<file path="src/rtl/ring_pkg.sv">
// Shared types and default sizing for the ring phase monitor.
package ring_pkg;

    localparam int DEF_WIDTH       = 4;
    localparam int DEF_REV_W       = 8;
    localparam int DEF_LOCK_CYCLES = 4;

    // Good-advance counter width; wide enough for the largest legal LOCK_CYCLES (15).
    localparam int GOOD_W = 4;

    typedef enum logic [1:0] {
        HUNT    = 2'd0,
        LOCKING = 2'd1,
        LOCKED  = 2'd2
    } ring_state_t;

endpackage

</file>
<file path="src/rtl/ring_onehot_enc.sv">
// One-hot validity check and binary index encoder; idx is 0 whenever the input is not exactly one-hot.
module ring_onehot_enc #(
    parameter int WIDTH = 4
) (
    input  logic [WIDTH-1:0]         onehot,
    output logic [$clog2(WIDTH)-1:0] idx,
    output logic                     valid
);

    localparam int IDX_W = $clog2(WIDTH);

    logic [IDX_W-1:0] idx_terms [WIDTH];

    // Zero or multi-hot both fail: a one-hot value has exactly one bit and x & (x-1) clears it.
    assign valid = (onehot != '0) && ((onehot & (onehot - WIDTH'(1))) == '0);

    generate
        for (genvar gi = 0; gi < WIDTH; gi++) begin : g_term
            assign idx_terms[gi] = onehot[gi] ? IDX_W'(gi) : '0;
        end
    endgenerate

    always_comb begin
        idx = '0;
        for (int i = 0; i < WIDTH; i++) begin
            idx = idx | idx_terms[i];
        end
        if (!valid) begin
            idx = '0;
        end
    end

endmodule

</file>
<file path="src/rtl/ring_phase_monitor.sv">
// Monitors a one-hot ring counter: locks onto correct left-rotating advances, counts revolutions, flags breaks.
// Optional RING_MON_ERRCNT_EN adds the saturating err_count port and counter.
module ring_phase_monitor
    import ring_pkg::*;
#(
    parameter int WIDTH       = DEF_WIDTH,
    parameter int REV_W       = DEF_REV_W,
    parameter int LOCK_CYCLES = DEF_LOCK_CYCLES
) (
    input  logic                     clock,
    input  logic                     reset,
    input  logic [WIDTH-1:0]         phase_in,
    input  logic                     clear,
    output logic [$clog2(WIDTH)-1:0] phase_idx,
    output logic                     phase_valid,
    output logic                     locked,
    output logic                     rev_tick,
    output logic [REV_W-1:0]         rev_count,
    output logic                     seq_err
`ifdef RING_MON_ERRCNT_EN
    ,
    output logic [7:0]               err_count
`endif
);

    localparam int IDX_W = $clog2(WIDTH);
    localparam logic [GOOD_W-1:0] LOCK_TARGET = GOOD_W'(LOCK_CYCLES);

    ring_state_t       state_reg;
    logic [GOOD_W-1:0] good_reg;
    logic [WIDTH-1:0]  s0_reg;
    logic [WIDTH-1:0]  s1_reg;

    logic [WIDTH-1:0]  expected;
    logic [IDX_W-1:0]  s0_idx;
    logic              s0_valid;
    logic              match;
    logic              wrap;
    logic              err_event;
    logic              tick_event;

    ring_onehot_enc #(
        .WIDTH (WIDTH)
    ) u_enc (
        .onehot (s0_reg),
        .idx    (s0_idx),
        .valid  (s0_valid)
    );

    assign expected = {s1_reg[WIDTH-2:0], s1_reg[WIDTH-1]};
    assign match    = s0_valid && (s0_reg == expected);
    assign wrap     = s1_reg[WIDTH-1] & s0_reg[0];

    // Error is tested on mismatch alone so it always beats a coincident wrap.
    assign err_event  = !clear && (state_reg == LOCKED) && !match;
    assign tick_event = !clear && (state_reg == LOCKED) && match && wrap;

    always_ff @(posedge clock or negedge reset) begin
        if (!reset) begin
            state_reg   <= HUNT;
            good_reg    <= '0;
            s0_reg      <= '0;
            s1_reg      <= '0;
            phase_idx   <= '0;
            phase_valid <= 1'b0;
            locked      <= 1'b0;
            rev_tick    <= 1'b0;
            rev_count   <= '0;
            seq_err     <= 1'b0;
        end else begin
            s0_reg      <= phase_in;
            s1_reg      <= s0_reg;
            phase_idx   <= s0_idx;
            phase_valid <= s0_valid;
            rev_tick    <= tick_event;
            seq_err     <= err_event;

            if (clear) begin
                state_reg <= HUNT;
                good_reg  <= '0;
                rev_count <= '0;
                locked    <= 1'b0;
            end else begin
                case (state_reg)
                    HUNT: begin
                        if (s0_valid) begin
                            state_reg <= LOCKING;
                            good_reg  <= GOOD_W'(1);
                        end
                    end
                    LOCKING: begin
                        if (match) begin
                            if (good_reg >= LOCK_TARGET) begin
                                state_reg <= LOCKED;
                                locked    <= 1'b1;
                                rev_count <= '0;
                                good_reg  <= '0;
                            end else begin
                                good_reg <= good_reg + GOOD_W'(1);
                            end
                        end else if (s0_valid) begin
                            good_reg <= GOOD_W'(1);
                        end else begin
                            state_reg <= HUNT;
                            good_reg  <= '0;
                        end
                    end
                    LOCKED: begin
                        if (err_event) begin
                            state_reg <= HUNT;
                            locked    <= 1'b0;
                            good_reg  <= '0;
                        end else if (tick_event) begin
                            rev_count <= rev_count + REV_W'(1);
                        end
                    end
                    default: begin
                        state_reg <= HUNT;
                        locked    <= 1'b0;
                        good_reg  <= '0;
                    end
                endcase
            end
        end
    end

`ifdef RING_MON_ERRCNT_EN
    always_ff @(posedge clock or negedge reset) begin
        if (!reset) begin
            err_count <= '0;
        end else if (clear) begin
            err_count <= '0;
        end else if (err_event && (err_count != 8'hFF)) begin
            err_count <= err_count + 8'd1;
        end
    end
`endif

endmodule

</file>
<file path="config.mk">
export PLATFORM = sky130hd
export DESIGN_NAME = ring_phase_monitor
export DESIGN_NICKNAME = d
export VERILOG_FILES = /design/src/rtl/ring_pkg.sv /design/src/rtl/ring_onehot_enc.sv /design/src/rtl/ring_phase_monitor.sv
export SDC_FILE = /design/constraint.sdc
export NUM_CORES = 1
export LEC_CHECK = 0
export BUFFER_PORTS_ARGS = -buffer_cell sky130_fd_sc_hd__buf_2
export CORE_UTILIZATION = 54
export CTS_BUF_LIST = sky130_fd_sc_hd__clkbuf_16
export DETAILED_ROUTE_END_ITERATION = 6
export PLACE_DENSITY = 0.77
export SKIP_CTS_REPAIR_TIMING = 1
export SYNTH_ARGS = -nofsm -noshare
export SYNTH_HDL_FRONTEND = slang
export SYNTH_SLANG_ARGS = --single-unit
</file>
<file path="constraint.sdc">
create_clock -name clock -period 2.4 [get_ports clock]
set_input_delay 0.12 -clock clock [delete_from_list [all_inputs] [get_ports clock]]
set_output_delay 0.12 -clock clock [all_outputs]
set_load 0.02 [all_outputs]
</file>
==> results.ini <==
[synthesis]
netlist_area_sq_um=1270
avgSynthCellArea_sq_um=12.3
synth_fp_nets=113
synth_warnings=0
synth_edf_count=0
ys_ff_latch=28
yosysMostFrequentCell=dfrtp_1
yosysUniqueCellTypes=34
seq_area_frac_synth_pct=55.3
yosys-top-cells-area=dfrtp_1 55%, and3_1 3.0%, ha_1 3.0%
synth-main-ff-cell=dfrtp_1
synth_top_area_share_pct=55.3
async_flop_share_pct=100
synthCells=103
synth.largest_area_cell=dfrtp_1
yosys-top-cells-count=28 x dfrtp_1, 6 x a21oi_1, 6 x and3_1, 6 x nand2b_1

[global_route]
grt_max_degree=29
grt_pass1_wl_um=3660
overflow=0
antenna_found_initial=0
grt.total_usage_pct=19.5
grt_pass1_vias=842

[clock_network]
tritoncts=built
cts_num_sinks=28
cts_buffers=3
root_buffer=clkbuf_16
htree_levels=1
clk_pin_slew_ns=0.07
clk_latency_ns=0.26
cts_buffer_depth=2

[drt]
routed_wl_um=2250
wl_per_cell_um=13.9
post_drt_via_cell_ratio=5.81
drt_iter0_drc=25
ant_nets=0
first_pass_iters=4
num_vias=935
drc=0

[sta]
fmax_mhz=445
rsz0062_at_grt=false
setup_viol=0
fin_ws_ns=0.153
relSlewSlack_pct=60.6
finalCritPeriodShare_pct=93.6
finalHoldViolCount=0
skew_ns=0.00412
worst_slew_pin_slew_ns=0.591
fin_tns_setup_ns=0
finalMaxSlewViolations=0
period_needed_ns=2.25

[setup_path]
worstPathRequired_ns=2.58
critPathLaunchType=flop
worstSetupEndpointType=flop
path_class=flop to flop
worstPathMaxFanout=7
cp.arrival_ns=2.42

[die]
start_util_pct=57.3
die_h_um=50.4
coreArea_sq_um=2210
ios=21
fp.dieW_um=50.4
dieArea_sq_um=2540
core.rowCount=17

[cells_and_area]
nFillCells=148
top_register=rev_count
nets=144
antenna_cells=0
drive_gt1_share_pct=26.3
postLayoutCellArea_sq_um=1560
largest_reg_flops=8
areaGrowthSynthToFinish_pct=23.2
instances_no_fill=161

[placement]
dpl.cell_count=152
place_area_sq_um=1410
gp_congestion=0.851
io_buffer_count=20
place_ws_ns=0.181
post-dp-hpwl_um=1590

[power]
p_seq_share_pct=46.7
intPower_mw=0.848
comb_power_share_pct=7.5
power_leakage_nw=0.783
pwr-share-clk_pct=45.8
switching_share_pct=20.1
vdd_drop_max_mv=0.496
power_switching_mw=0.213
power_density_nw_per_um2=679

[outcome]
status=finished, final reports clean

[worst_hold_path]
min-delay-path-class=input pin to flop

[run]
maxCapViolations=0

-- final cells by class --
class	count	area, sq um	area share, %
clock inverters	1	30.0	1.92
flip-flops and latches	28	701	44.9
repair buffers	27	165	10.6
inverters	1	3.75	0.240
clock buffers	3	75.1	4.81
well taps	28	35.0	2.24
multi-input cells	73	552	35.3
-- metal layers --
layer,track usage [%],part of all wire (%),wire (um),vias to the layer above
met5,0,0,0,-
met4,10.2,0.67,15,0
met3,4.55,3.2,72,2
met2,30.4,48,1080,22
met1,25.2,48,1080,461
li1,-,-,-,450
-- final timing paths --
kind | start | slack, ns | endpoint | depth (start not counted)
max | s0_reg[0] | 0.15 | rev_count[4] | 6
min | clear | 0.10 | locked | 2
max reg2reg | s0_reg[0] | 0.15 | rev_count[4] | 6
min reg2reg | s0_reg[0] | 0.46 | s1_reg[0] | 0
max in group asynchronous | reset | 1.61 | s0_reg[2] | 2
min in group asynchronous | reset | 0.40 | seq_err | 2
-- power by group through the flow --
stage                     clock [mW]  sequential, mW  combinational (mW)
after CTS                      0.491           0.495              0.0747
after floorplan                    0           0.507              0.0412
after global routing           0.509           0.497              0.0875
after detailed placement           0           0.505              0.0736
after global placement             0           0.503              0.0717
final                          0.486           0.495              0.0794
-- kinds of logic after synthesis --
kind of cell / after synthesis / synth area share [%]
compound gates: 31 / 20.2
mux: 1 / 1.18
buf+inv: 2 / 1.18
simple gates: 34 / 16.4
fa+ha+maj: 3 / 2.96
flops: 28 / 55.3
xor+xnor: 4 / 2.76
-- cell usage in the layout (no fill, tap or decap), types with 2 or more instances in the layout --
cell / Yosys / routed
a21o_1: 3 / 3
a21oi_1: 6 / 6
a31oi_1: 3 / 3
a32o_1: 3 / 3
a41o_1: 2 / 2
a41oi_1: 2 / 2
and2_1: 3 / 3
and3_1: 6 / 6
buf_2: 0 / 20
buf_4: 0 / 2
clkbuf_16: 0 / 3
dfrtp_1: 28 / 28
dlygate4sd3_1: 0 / 5
ha_1: 3 / 3
nand2_1: 3 / 3
nand2b_1: 6 / 6
nand3_1: 3 / 3
nor2_1: 4 / 4
nor3_1: 3 / 3
nor4b_1: 2 / 2
o21ai_0: 3 / 3
xor2_1: 4 / 4
-- critical path, stage by stage (launching register included) --
cell	delay, ns
dfrtp_1	0.42
ha_1	0.33
or4_4	0.59
nor3_4	0.32
buf_4	0.21
a41oi_1	0.11
a31oi_1	0.18
-- stage by stage --
step	util, %	power, mW	hold slack (ns)
6_report	70.6	1.06	0.101
5_1_grt	70.6	1.09	0.114
4_1_cts	68.3	1.06	-0.118
3_5_place_dp	63.6	0.578	0.161
3_3_place_gp	63.6	0.575	0.155
2_1_floorplan	-	0.548	-0.176
(Power assumes the default switching activity.)
